<file path="config.mk">
export PLATFORM = sky130hd
export DESIGN_NAME = lzd_share_ctrl
export DESIGN_NICKNAME = d
export VERILOG_FILES = /design/src/rtl/lzd_pkg.sv /design/src/rtl/lzd_share_ctrl_rr_arbiter.sv /design/src/rtl/lzd_share_ctrl.sv
export SDC_FILE = /design/constraint.sdc
export NUM_CORES = 1
export LEC_CHECK = 0
export ABC_AREA = 1
export CORE_ASPECT_RATIO = 1.2
export CORE_MARGIN = 4
export CORE_UTILIZATION = 45
export DETAILED_ROUTE_END_ITERATION = 7
export PLACE_DENSITY = 0.86
export SETUP_SLACK_MARGIN = 0.15
export SLEW_MARGIN = 10
export SYNTH_ARGS = -nofsm -noshare
export SYNTH_HDL_FRONTEND = slang
export SYNTH_SLANG_ARGS = --single-unit
</file>
<file path="constraint.sdc">
create_clock -name clk -period 5.3 [get_ports clk]
set_input_delay 0.53 -clock clk [delete_from_list [all_inputs] [get_ports clk]]
set_output_delay 0.53 -clock clk [all_outputs]
set_load 0.005 [all_outputs]
</file>
<file path="src/rtl/lzd_pkg.sv">
// Shared constants and tag type for the shared leading-zero-detector scheduler.
package lzd_pkg;
  localparam int LZD_W   = 32;
  localparam int LZD_PW  = 5;
  localparam int LZD_LAT = 5;

  typedef struct packed {
    logic       valid;
    logic [2:0] id;
  } tag_t;
endpackage

</file>
<file path="src/rtl/lzd_share_ctrl_rr_arbiter.sv">
// Round-robin arbiter: rotate requests by ptr, pick the first, un-rotate into a one-hot grant.
module rr_arbiter #(
  parameter int NREQ = 4,
  parameter int PTRW = $clog2(NREQ)
) (
  input  logic [NREQ-1:0] req,
  input  logic [PTRW-1:0] ptr,
  output logic [NREQ-1:0] gnt,
  output logic [PTRW-1:0] gnt_id,
  output logic [PTRW-1:0] next_ptr
);
  logic [NREQ-1:0] rot;
  logic            found;
  int              idx;

  always_comb begin
    rot      = '0;
    gnt      = '0;
    gnt_id   = '0;
    next_ptr = ptr;
    found    = 1'b0;
    idx      = 0;
    // rot[k] is requester (ptr + k) mod NREQ, so rot[0] has highest priority
    for (int k = 0; k < NREQ; k++) begin
      idx = int'(ptr) + k;
      if (idx >= NREQ) idx = idx - NREQ;
      rot[k] = req[idx];
    end
    for (int k = 0; k < NREQ; k++) begin
      idx = int'(ptr) + k;
      if (idx >= NREQ) idx = idx - NREQ;
      if (!found && rot[k]) begin
        found    = 1'b1;
        gnt[idx] = 1'b1;
        gnt_id   = PTRW'(idx);
        next_ptr = (idx == NREQ - 1) ? '0 : PTRW'(idx + 1);
      end
    end
  end
endmodule

</file>
<file path="src/rtl/lzd_share_ctrl.sv">
// Shares one pipelined LZD among NREQ requesters; tags ride a delay line matched to the LZD.
// Optional per-requester grant counters are built when LZD_SHARE_STATS_EN is defined.
module lzd_share_ctrl #(
  parameter int NREQ    = 4,
  parameter int W       = lzd_pkg::LZD_W,
  parameter int PW      = lzd_pkg::LZD_PW,
  parameter int LZD_LAT = lzd_pkg::LZD_LAT
) (
  input  logic                      clk,
  input  logic                      rst_n,
  input  logic [NREQ-1:0]           req_valid,
  input  logic [NREQ*W-1:0]         req_data,
  output logic [NREQ-1:0]           req_ready,
  output logic [W-1:0]              lzd_a,
  input  logic [PW-1:0]             lzd_p,
  input  logic                      lzd_v,
`ifdef LZD_SHARE_STATS_EN
  input  logic [$clog2(NREQ)-1:0]   stat_sel,
  input  logic                      stat_clr,
  output logic [15:0]               stat_cnt,
`endif
  output logic [NREQ-1:0]           rsp_valid,
  output logic [PW-1:0]             rsp_pos,
  output logic                      rsp_zero
);
  import lzd_pkg::*;

  localparam int PTRW = $clog2(NREQ);

  // Valid/ready: a transfer happens on a rising edge where req_valid[i] & req_ready[i];
  // req_ready is one-hot, combinational, and never asserted without the matching valid.
  logic [PTRW-1:0] ptr;
  logic [PTRW-1:0] next_ptr;
  logic [PTRW-1:0] gnt_id;
  logic            fire;
  tag_t            tags [0:LZD_LAT];
  tag_t            last;

  rr_arbiter #(.NREQ(NREQ), .PTRW(PTRW)) u_arb (
    .req      (req_valid),
    .ptr      (ptr),
    .gnt      (req_ready),
    .gnt_id   (gnt_id),
    .next_ptr (next_ptr)
  );

  assign fire = |req_ready;
  // Stage 0 loads with lzd_a; the last stage lines up with lzd_p being valid.
  assign last = tags[LZD_LAT];

  always_ff @(posedge clk or negedge rst_n) begin
    if (!rst_n) begin
      ptr   <= '0;
      lzd_a <= '0;
      for (int k = 0; k <= LZD_LAT; k++) tags[k] <= '0;
    end else begin
      if (fire) begin
        ptr   <= next_ptr;
        lzd_a <= req_data[int'(gnt_id)*W +: W];
      end
      tags[0] <= fire ? tag_t'{valid: 1'b1, id: 3'(gnt_id)} : '0;
      for (int k = 1; k <= LZD_LAT; k++) tags[k] <= tags[k-1];
    end
  end

  always_ff @(posedge clk or negedge rst_n) begin
    if (!rst_n) begin
      rsp_valid <= '0;
      rsp_pos   <= '0;
      rsp_zero  <= 1'b0;
    end else if (last.valid) begin
      rsp_valid <= {{(NREQ-1){1'b0}}, 1'b1} << last.id;
      rsp_pos   <= lzd_v ? lzd_p : '0;
      rsp_zero  <= ~lzd_v;
    end else begin
      rsp_valid <= '0;
    end
  end

`ifdef LZD_SHARE_STATS_EN
  logic [15:0] cnt [NREQ];

  always_ff @(posedge clk or negedge rst_n) begin
    if (!rst_n) begin
      for (int k = 0; k < NREQ; k++) cnt[k] <= '0;
      stat_cnt <= '0;
    end else begin
      if (stat_clr) begin
        for (int k = 0; k < NREQ; k++) cnt[k] <= '0;
      end else if (fire && cnt[gnt_id] != 16'hFFFF) begin
        cnt[gnt_id] <= cnt[gnt_id] + 16'd1;
      end
      stat_cnt <= (int'(stat_sel) < NREQ) ? cnt[stat_sel] : '0;
    end
  end
`endif
endmodule

</file>
# Yosys cells after proc, flatten, opt, wreduce, memory -nomap -nowiden
# Index checks and enable logic that the tools add are counted.
dict set report classes {
  addsub 11
  magnitude_cmp 12
  n_eq_ne 4
  n_shift 2
  n_mux 46
  bitwise 4
  n_reduce_logical 13
}
# operator n
set op_table {}
lappend op_table {{$eq A32 B3 Y1 const B} 4}
lappend op_table {{$ge A32 B1 Y1 const B} 4}
lappend op_table {{$lt A32 B4 Y1 const B} 4}
lappend op_table {{$mux W32} 4}
lappend op_table {{$shiftx A128 B8 Y32} 1}
lappend op_table {{$ge A32 B4 Y1 const B} 3}
lappend op_table {{$sub A32 B4 Y32 const B} 3}
lappend op_table {{$mux W2} 12}
lappend op_table {{$mux W4} 6}
lappend op_table {{$mux W1} 15}
lappend op_table {{$or A4 B4 Y4} 3}
lappend op_table {{$add A2 B2 Y2 const B} 4}
lappend op_table {{$bmux W1 S2} 4}
lappend op_table {{$demux W1 S2} 4}
lappend op_table {{$logic_and A1 B1 Y1} 7}
lappend op_table {{$add A2 B2 Y3 const B} 2}
lappend op_table {{$mux W5} 1}
lappend op_table {{$reduce_bool A4 Y1} 1}
lappend op_table {{$reduce_or A4 Y1} 1}
lappend op_table {{$shl A1 B3 Y4 const A} 1}
lappend op_table {{$sub A2 B3 Y4 const B} 1}
lappend op_table {{$add A2 B1 Y3 const B} 1}
lappend op_table {{$ge A2 B3 Y1 const B} 1}
lappend op_table {{$logic_not A1 Y1} 3}
lappend op_table {{2 further kinds} 2}
dict set report word_totals {
  regBits 68
  out_inout_bits 46
}

# Longest topological paths before layout
# Gate-level depths: netlist of the first run.
dict set report logic_depth {
  depth_word 17
  ltp_mapped 17
  depth_no_buf 14
}

# By module
# A second synthesis of the first run with hierarchy kept.
dict set report hier_totals {
  cells_unflattened 667
  hier_area_um2 4320.4
}
# mod instances cells_per_inst area_each_um2 seq_area_each_um2
set by_module_without_submodules {}
lappend by_module_without_submodules {lzd_share_ctrl 1 569 3732.3 1551.5}
lappend by_module_without_submodules {rr_arbiter 1 98 588.1 0.0}

# Worst setup path after synthesis of the first run
# OpenSTA, ideal clock, no wires.
dict set report synth_timing {
  kind {register to register}
  from {register ptr[1]}
  to {register lzd_a[0]}
  setup_ps 117
  arrival_time_ps 2162
  required_time_ps 5183
  slack_ps 3021
  path_stages_with_launch 14
  path_buffers 1
  synth_period_minus_slack_ps 2279
  cell_sequence {dfrtp_1 inv_2 ha_1 inv_1 nand3_1 nand2_1 nor2_2 a21boi_0 nand3_2 nor2_8 nand2_4 buf_6 nand3_2 nand2_1}
}
dict set report synth_between {
  elab_chain_len 16
  elab_cells_between_ends 69
  cone_classes {add/sub (7); order compare (12); shift (1); mux (35); bitwise (3); reduce/logical (11)}
}
# element line
set synth_lines {}
lappend synth_lines {{start, declared} lzd_share_ctrl.sv:32} ;# logic [PTRW-1:0] ptr;
lappend synth_lines {{start signal, assigned} lzd_share_ctrl.sv:58} ;# ptr <= next_ptr;
lappend synth_lines {{branches (longest 14 deep; another with $sub A32 B4 Y32)} --}
lappend synth_lines {{$mux W4 *} lzd_share_ctrl_rr_arbiter.sv:32} ;# if (!found && rot[k]) begin
lappend synth_lines {{net req_ready[1]} lzd_share_ctrl.sv:13} ;# output logic [NREQ-1:0] req_ready,
lappend synth_lines {{$reduce_or A4 Y1 *} lzd_share_ctrl.sv:47} ;# assign fire = |req_ready;
lappend synth_lines {{end signal, assigned} lzd_share_ctrl.sv:59} ;# lzd_a <= req_data[int'(gnt_id)*W +: W];
lappend synth_lines {{end, declared} lzd_share_ctrl.sv:14} ;# output logic [W-1:0] lzd_a,
# Mark *: on every way through the listed nets, which the timed path passes. The select of a mux whose other input is x is not followed.
# A chain may end at the register's enable or synchronous reset.

# Final worst setup path of the first run
dict set report layout_timing {
  from {register ptr[0]}
  to {register lzd_a[4]}
}
dict set report layout_between {
  elab_chain_len 16
  elab_cells_between_ends 69
  cone_classes {add/sub (7); order compare (12); shift (1); mux (35); bitwise (3); reduce/logical (11)}
}
# element
set layout_lines {}
lappend layout_lines {{branches (longest 16 deep; another with $sub A32 B4 Y32)}}
# Several ways; the timed one is not identified. The select of a mux whose other input is x is not followed.

==> results of run 1 <==
==> cell usage after synthesis (2+ instances only) <==
cell type,n,share of area
nand3_2,32,0.079
nand3_1,178,0.22
buf_2,19,0.023
nand4_1,4,0.0062
buf_6,6,0.017
a21oi_1,4,0.0049
buf_4,12,0.022
inv_2,3,0.0028
nor3_1,4,0.0049
nand2_4,3,0.0083
nor2_4,2,0.0056
nand3_4,3,0.013
a21boi_0,6,0.011
o21ai_0,2,0.0025
ha_1,7,0.022
inv_1,11,0.010
nand2_2,10,0.015
a22o_1,5,0.011
nor2_2,2,0.0031
dfrtp_1,62,0.38
nor2_1,3,0.0028
nand2_1,120,0.11
==> state kept, by name, indices dropped and copies added (netlist names) <==
name       flops
last           3
lzd_a         32
ptr            2
rsp_pos        5
rsp_valid      4
rsp_zero       1
tags          15
==> path summary, 6_finish.rpt <==
check	start	to	slack [ps]
setup / recovery	ptr[0]	lzd_a[4]	1050
hold / removal	tags[7]	last[3]	340
setup reg to reg	ptr[0]	lzd_a[4]	1050
hold reg to reg	tags[7]	last[3]	340
max in group asynchronous	rst_n	tags[4]	4440
min in group asynchronous	rst_n	lzd_a[30]	350
==> report_power, final <==
part / switching [µW] / internal, µW / total (µW)
Clock: 179 / 216 / 395
Combinational: 2400 / 1420 / 3820
Sequential: 135 / 746 / 881
==> layer usage <==
layer	vias up	part of all wire
li1	2055	-
met1	2038	0.39
met2	204	0.50
met3	14	0.10
met4	0	0.014
met5	-	0
==> critical path, stage by stage, from the launching register on <==
cell and delay, ps:
dfrtp_1 630, inv_6 120, ha_1 360, inv_1 100
nand2_1 70, nand2_1 80, nor2_4 270, nand4_4 780
nand2_2 1230, nand2_1 150, nand3_1 170, nand3_2 80
nand2_1 100
==> through the flow <==
step / util / hold slack (ps)
2_1_floorplan: - / 234
3_3_place_gp: 0.671 / 334
3_5_place_dp: 0.671 / 335
4_1_cts: 0.693 / 344
5_1_grt: 0.693 / 353
6_report: 0.693 / 335
==> cells by family after synthesis <==
group | Yosys count | share of synthesized area
adder cells (fa/ha/maj) | 7 | 0.0216
XOR/XNOR | 1 | 0.00216
AND/OR/NAND/NOR | 363 | 0.480
buffers and inverters | 54 | 0.0794
flip-flops | 62 | 0.383
AO/OA/AOI/OAI | 19 | 0.0337
==> area by class of cell <==
class,count,area share
Tap cell,117,0.0244
Clock buffer,10,0.0213
Inverter,16,0.0108
Sequential cell,62,0.259
Clock inverter,6,0.0102
Multi-Input combinational cell,390,0.363
Timing Repair Buffer,188,0.312
==> impl_results.md, run 1 <==
* Clk sinks at 62
* Largest net degree at the start of global routing at 67
* Hold path depth at 0
* Clock slew at reported path FFs at ~70 ps
* P per Cell Area at 850 mW/mm²
* Core area at 0.00866 mm²
* Die X at 94.6 µm
* Die footprint at about 0.011 mm²
* Sequential-to-total area share from yosys stat at 0.383
* Crit path time final at approximately 4200 ps
* # port buffers at 185
* Hold crit path type: reg -> reg
* Final nets at 814
* GRT met3 Usage at 0.0689
* Library cells used by synthesis at 30
* Initial DRC Count at between 200 and 300
* Syn_area_per_cell at 8.00 µm²
* Mapped cell area at between 0.004 and 0.005 mm²
* Initial Utilization at 0.468
* Pre-CTS setup slack at around 1000 ps
* #FFs+latches synth at 62
* Initial antenna violation count at 0
* Non-Filler Instances at 789
* Status: finished, final reports clean
* DR vias at between 4000 and 5000
* Wire length per cell at roughly 16 µm
* Clock root buffer: clkbuf_8
* I/O Pins at 186
* Bufs on Longest Clock Path at 2
* Slew HR at 0.228
* Final Hold Vio Count at 0
* First-pass GRT wire length at 20500 µm
* Synthesized netlist net count at 653
* Vias per cell at 5.46
* Layout cells sized above 1 at 0.116
* DR pass1 iterations at 7
* Resized Gates After CTS at 0
* Mapped Cells at 506
* Post-CTS Setup Inserts at 0
* Power after layout at 5100 µW
* H-tree levels at 3
* Setup total negative slack at 0 ps
* Row Count at 37
* Final setup violation count at 0
* Static Leak at approximately 0.0027 µW
* DP HPWL at about 9100 µm
* Fillcell total at between 600 and 700
* ANT cells at 0
* Dpl cells at 773
* Final WS setup at 1050 ps
* Max Clock Skew at 11.3 ps
* Path type of the worst setup path: reg -> reg
* Worst path arrival time at around 4500 ps
* Most Crowded Layer GR: met2
* Final WL at 12500 µm
* Final Cycle Share at 0.801
* Die height at 112 µm
* Final Max Tran Viols at 0
* RSZ-0062 raised after global routing: no
* Req. time, crit path at 5560 ps
* Area delta synth->final at 48.1%
* Max-cap violations at 0
* Num CTS Buffers at 9
* Area taken by flip-flops and latches at 0.00155 mm²
* Final RePlAce weighted congestion at 0.867
* Area post-placement at 0.00581 mm²
* Critical Path Fanout Max at 66
* GR Util All Layers at 0.239
* Type of destination of the critical path: flop
* Global route overflow at 0
* Vias in the first global route at 4337
* Commonest non-fill, non-tap cells in the layout: clkdlybuf4s50_1, nand3_1, nand2_1, dfrtp_1, nand3_2
* # DRC at 0
* Final instance area at 0.00600 mm²
* Startpoint Class: flop
* Max IR drop VDD at 0.000578 V
* Met2 Use GR at 0.419
* Clk_lat worst skew at 330 ps
* EDFF count, synth at 0
* TritonCTS clock tree: yes
* R2R depth at 12
* GR Util met1 at 0.281
* Ys Warns at 0
* Post-CTS Hold Fix Bufs at 0
* Synth Flop Type: dfrtp_1
* Antenna Nets Post-Route at 0
* Area of the multi-input gates at 0.00218 mm²
* Max Clk Rate at approximately 0.24 GHz
* Least-Margin Pin Slew at 1150 ps
* Most common cell after layout, fill and taps aside: clkdlybuf4s50_1
* Ys async rst share at 1.00
Power figures use the tool's default switching activity.
==> run 2: changes to the inputs <==
Settings changed: CORE_UTILIZATION 45 to 42, PLACE_DENSITY 0.86 to 0.81.
Clock period 5.3 ns to 4.3 ns, I/O delays scaled along.
==> run 2 against run 1 <==
Net effect: clock skew fell by 6.9 ps; largest cell class unchanged; cell area increased by 2.6%; wire length is 2.4% higher; via count hardly changed; total power is 29% higher; non-clock buffer count increased by 3; fmax grew 20%; sequential share of layout area is 0.66 points lower; clock power grew 92%; combinational power is 24% higher; hold slack worse by 66 ps.
==> impl_results.md, run 2 (synthesis results as in run 1) <==
* Biggest register: lzd_a
* Max reg flops at 32 (unchanged)
* Pint at 3190 µW (+34%)
* Post-CTS Hold Fix Bufs at 0 (unchanged)
* TritonCTS clock tree: yes
* Critical path, cell by cell: inv_6, ha_1, inv_1, nand2_1, nand2_1, nor2_4, nand4_4, nand2_2, buf_4, nand2_1, nand3_1, nand3_1, nand2_1
* Least-Margin Pin Slew at 945 ps (-210 ps)
* ANT cells at 0 (unchanged)
* Max Clk Rate at 0.283 GHz (+20%)
* Area post-placement at 0.00584 mm² (+0.52%)
* Clock root buffer: clkbuf_16
* CP most frequent cell: nand2_1
* Final setup violation count at 0 (unchanged)
* Pre-CTS setup slack at 788 ps (-248 ps)
* # port buffers at 185 (unchanged)
* Area delta synth->final at 52.0%
* Core area at 0.00947 mm² (+9.4%)
* Resized Gates After CTS at 0 (unchanged)
* Final WL at 12800 µm (+2.4%)
* Initial Utilization at 0.428 (-0.0400)
* Wire length per cell at 16.1 µm (+1.2%)
* Bufs on Longest Clock Path at 2 (unchanged)
* Commonest non-fill, non-tap cells in the layout: clkdlybuf4s50_1, nand3_1, nand2_1, dfrtp_1, nand3_2
* Share of power burned in registers at 0.165 (-0.008)
* Post-CTS Setup Inserts at 0 (unchanged)
* P per Cell Area at 1070 mW/mm² (+26%)
* Path type of the worst setup path: reg -> reg
* Vias per cell at 5.41 (-1.1%)
* Row Count at 39 (+5.4%)
* H-tree levels at 3 (unchanged)
* Type of destination of the critical path: flop
* Final Max Tran Viols at 0 (unchanged)
* Reg-to-reg slack, setup at 760 ps (-290 ps)
* Static Leak at 0.00279 µW (+2.6%)
* GR Util All Layers at 0.224 (-0.0152)
* I/O Pins at 186 (unchanged)
* Initial antenna violation count at 0 (unchanged)
* Layout cells sized above 1 at 0.120 (+0.00393)
* Max-cap violations at 0 (unchanged)
* Max IR drop VDD at 0.000590 V (+2.0%)
* DR vias at 4314 (+0.070%)
* Final Hold Vio Count at 0 (unchanged)
* Clock Power Share at 0.115 (+0.037)
* Die footprint at 0.0113 mm² (+6.6%)
* Global route overflow at 0 (unchanged)
* First-pass GRT wire length at 20600 µm (+0.78%)
* Startpoint Class: flop
* P_sw at 3400 µW (+25%)
* Clk_lat worst skew at 320 ps (about the same)
* Vias in the first global route at 4261 (-1.8%)
* Crit path time final at 3540 ps (-710 ps)
* DR pass1 iterations at 4 (-3)
* Sw Ratio at 0.516 (-0.0170)
* Clock slew at reported path FFs at 50 ps (-20 ps)
* # DRC at 0 (unchanged)
* Die X at 97.6 µm (+3.2%)
* Worst path max stage delay at 780 ps (-450 ps)
* Slew HR at 0.369 (+0.141)
* Final Cycle Share at 0.822 (+0.0212)
* Die height at 116 µm (+3.3%)
* Max Clock Skew at 4.44 ps (-6.87 ps)
* RSZ-0062 raised after global routing: no
* Worst path arrival time at 3790 ps (-710 ps)
* Slowest cell on crit path: nand4_4
* Top Registers: lzd_a: 32 flops, tags: 15 flops, rsp_pos: 5 flops
* Num CTS Buffers at 9 (unchanged)
* Most common cell after layout, fill and taps aside: clkdlybuf4s50_1
* Hold crit path type: in -> async
* Setup total negative slack at 0 ps (unchanged)
* Combinational power share at 0.720 (-0.030)
* DP HPWL at 9170 µm (+0.36%)
* Initial DRC Count at 192 (-27%)
* Req. time, crit path at 4550 ps (-1010 ps)
* Final RePlAce weighted congestion at 0.910 (+4.9%)
* Clk sinks at 62 (unchanged)
* Antenna Nets Post-Route at 0 (unchanged)
* Final nets at 817 (+0.37%)
* Final WS setup at 763 ps (-290 ps)
* Final instance area at 0.00615 mm² (+2.6%)
* Largest net degree at the start of global routing at 67 (unchanged)
* Hold WS at 269 ps (-66.4 ps)
* Critical Path Fanout Max at 66 (unchanged)
* Status: finished, final reports clean
## run 2: cell types whose count changed in the layout (fill, tap and decap cells not counted), sizes merged
cell    previous run  this run
bufinv             1         2
inv               16        15
buf                4         7
## run 2: per-stage QoR
step / instances / util / total power [µW]
floorplan: 506 / - / 4790
global placement: 782 / 0.617 / 5710
detailed placement: 782 / 0.617 / 5860
CTS: 798 / 0.650 / 6650
global route: 798 / 0.650 / 7200
finish: 798 / 0.650 / 6590
## run 2: final cells by class
type / count / area (µm²)
fillers: 829 / 3310
inverters: 16 / 65.1
repair buffers: 191 / 1890
clock buffers: 10 / 229
multi-input cells: 390 / 2180
well taps: 123 / 154
clock inverters: 6 / 86.3
flip-flops and latches: 62 / 1550
## run 2: worst max-delay path, delay by kind of cell (launching register included)
family        cells  cell delay (ps)
buf+inv           3              580
fa+ha+maj         1              370
flops             1              610
simple gates      9             1890
## run 2: power groups by stage
| stage | Combinational [µW] | Clock, µW | Sequential, µW |
|---|---|---|---|
| CTS | 4790 | 774 | 1090 |
| global placement | 4630 | 0 | 1080 |
| detailed placement | 4760 | 0 | 1100 |
| global route | 5290 | 803 | 1110 |
| floorplan | 3720 | 0 | 1070 |
| finish | 4750 | 760 | 1090 |
## run 2: worst paths after layout
path                           from         to  cells after the start
max                          ptr[0]  lzd_a[16]                     13
min                           rst_n  lzd_a[19]                      2
max reg2reg                  ptr[0]  lzd_a[16]                     13
min reg2reg                tags[19]   tags[15]                      0
max in group asynchronous     rst_n  lzd_a[16]                      2
min in group clk           tags[19]   tags[15]                      0
## run 2: layer usage
| metal | share of wire | GRT usage | wire, µm | vias to the layer above |
|---|---|---|---|---|
| met1 | 0.40 | 0.270 | 5190 | 2016 |
| li1 | - | - | - | 2063 |
| met5 | 0 | 0 | 0 | - |
| met4 | 0.014 | 0.0748 | 177 | 0 |
| met2 | 0.49 | 0.392 | 6340 | 219 |
| met3 | 0.088 | 0.0596 | 1130 | 16 |
==> run 3: changes to the inputs <==
Clock period 4.3 ns to 3.6 ns, I/O delays scaled along.
==> run 3 against run 2 <==
Net effect: clock skew rose by 2.8 ps; count of clock-buffer cells in the layout rose by 1; die area did not move; combinational power rose by 21%; cell area rose by 0.67%; sequential share of layout area fell by 0.17 points; register-to-register slack barely moved; global-route usage rose by 0.21 points; sequential power rose by 18%; final cell count rose by 0.75%; utilization rose by 0.44 points; critical path type is now reg -> out; critical endpoint is now req_ready[1]; highest routed layer unchanged.
==> impl_results.md, run 3 (synthesis results as in run 1) <==
* Met2 wire length at 6370 µm (+0.46%)
* Final nets at 823 (+0.73%)
* Top Registers: lzd_a: 32 flops, tags: 15 flops, rsp_pos: 5 flops
* Die X at 97.6 µm (unchanged)
* First-pass GRT wire length at 20700 µm (+0.16%)
* Startpoint Class: flop
* Clock root buffer: clkbuf_16
* Core area at 0.00947 mm² (unchanged)
* DR pass1 iterations at 5 (+1)
* Row Count at 39 (unchanged)
* Num CTS Buffers at 9 (unchanged)
* Post-CTS Setup Inserts at 0 (unchanged)
* ANT cells at 0 (unchanged)
* Uppermost layer routed: met4
* GR Util All Layers at 0.226 (+0.00205)
* Hold path depth at 0
* DR vias at 4306 (-0.19%)
* Max-cap violations at 0 (unchanged)
* Pre-CTS setup slack at 772 ps (-15.7 ps)
* Hold crit path type: reg -> reg
* Post-CTS Hold Fix Bufs at 1 (+1)
* Max Clk Rate at 0.316 GHz
* Clk_lat worst skew at 320 ps (about the same)
* Final Max Tran Viols at 0 (unchanged)
* Path type of the worst setup path: reg -> out
* Max IR drop VDD at 0.000987 V (+67%)
* Status: finished, final reports clean
* Max reg flops at 32 (unchanged)
* RR Startpoint: ptr[0]
* Vias in the first global route at 4220 (-0.96%)
* Initial DRC Count at 169 (-12%)
* Global route overflow at 0 (unchanged)
* Min-Delay Endpoint: tags[7]
* Wire length per cell at 15.8 µm (-1.7%)
* Reg-to-reg slack, setup at 760 ps (about the same)
* Dpl cells at 787 (+0.64%)
* # DRC at 0 (unchanged)
* Crit path time final at 3170 ps
* # port buffers at 185 (unchanged)
* I/O Pins at 186 (unchanged)
* Hold WS at 344 ps (+75.0 ps)
* Die height at 116 µm (unchanged)
* Layout cells sized above 1 at 0.128 (+0.00775)
* R2R depth at 12 (-1)
* Commonest non-fill, non-tap cells in the layout: clkdlybuf4s50_1, nand3_1, nand2_1, dfrtp_1, nand3_2
* Setup total negative slack at 0 ps (unchanged)
* Resized Gates After CTS at 0 (unchanged)
* H-tree levels at 3 (unchanged)
* Final setup violation count at 0 (unchanged)
* Worst path arrival time at 2810 ps (-980 ps)
* Least-Margin Pin Slew at 580 ps (-365 ps)
* Final WS setup at 434 ps (-330 ps)
* Final Hold Vio Count at 0 (unchanged)
* Antenna Nets Post-Route at 0 (unchanged)
* P per Cell Area at 1280 mW/mm² (+19%)
* Met3 WL post-DR at 1170 µm (+3.3%)
* Non-Filler Instances at 804 (+0.75%)
* Most common cell after layout, fill and taps aside: clkdlybuf4s50_1
* Clock slew at reported path FFs at 50 ps (about the same)
* Type of destination of the critical path: primary output
* Vias per cell at 5.36 (-0.93%)
* Final Cycle Share at 0.880
* Largest net degree at the start of global routing at 46 (-31%)
* Met1 wire length at 4910 µm (-5.4%)
* Final RePlAce weighted congestion at 0.913 (+0.32%)
* TritonCTS clock tree: yes
* Critical Path Fanout Max at 12 (-82%)
* Slew HR at 0.613 (+0.244)
* Max Clock Skew at 7.21 ps (+2.77 ps)
* Power after layout at 7930 µW (+20%)
* Biggest register: lzd_a
* RSZ-0062 raised after global routing: no
* Bufs on Longest Clock Path at 2 (unchanged)
* Final WL at 12700 µm (-0.92%)
* Area delta synth->final at 53.0%
* Initial Utilization at 0.428 (unchanged)
* Die footprint at 0.0113 mm² (unchanged)
* Hold Startpoint: tags[11]
* Static Leak at 0.00282 µW (+0.94%)
* Req. time, crit path at 3240 ps (-1310 ps)
* R2r endpoint: lzd_a[3]
* Clk sinks at 62 (unchanged)
* DP HPWL at 9430 µm (+2.8%)
* Initial antenna violation count at 0 (unchanged)
==> run 3: cell count changes in the layout (fill, tap and decap cells not counted) <==
cell           delta
buf_4             +5
clkbuf_8          +2
bufinv_16         -1
clkbuf_1          -1
clkinv_4          -1
dlygate4sd3_1     +1
inv_6             +1
==> run 3: power by group <==
group	internal (µW)	leakage [µW]	total [µW]	switching, µW
combinational	2170	0.00191	5770	3600
clock	572	0.000152	870	298
sequential	1100	0.000758	1290	188
total	3840	0.00282	7930	4090
==> run 3: worst max path at each step <==
stage                     cells past startpoint  slack [ps]           end   start
after global routing                          9         240  req_ready[1]  ptr[0]
final                                         9         430  req_ready[1]  ptr[0]
after floorplan                              13        1320      lzd_a[0]  ptr[1]
after global placement                        9         830  req_ready[1]  ptr[0]
after CTS                                     9         420  req_ready[1]  ptr[0]
after detailed placement                      9         770  req_ready[1]  ptr[0]
==> run 3: metrics by stage <==
stage / utilization / cell area [µm²]
6_report: 0.654 / 6190
5_1_grt: 0.654 / 6190
4_1_cts: 0.654 / 6190
3_5_place_dp: 0.621 / 5880
3_3_place_gp: 0.621 / 5880
2_1_floorplan: - / 4050
==> run 3: critical path, stage by stage, from the launching register on <==
cell and delay, ps:
dfrtp_1 610, inv_6 120, ha_1 360, inv_1 100
nand2_1 70, nand2_1 80, nor2_4 290, nand4_1 160
nand3_2 170, clkdlybuf4s50_1 520
==> run 3: final cells by class <==
type / instances / area, µm²
repair buffers: 197 / 1940
inverters: 16 / 65.1
clock inverters: 5 / 56.3
clock buffers: 11 / 253
flip-flops and latches: 62 / 1550
fillers: 816 / 3270
multi-input cells: 390 / 2180
well taps: 123 / 154
==> run 3: routing by layer <==
metal  GRT usage  up-vias
met5           0        -
met4      0.0803        0
met3      0.0650       24
met2       0.408      219
met1       0.257     1984
li1            -     2079
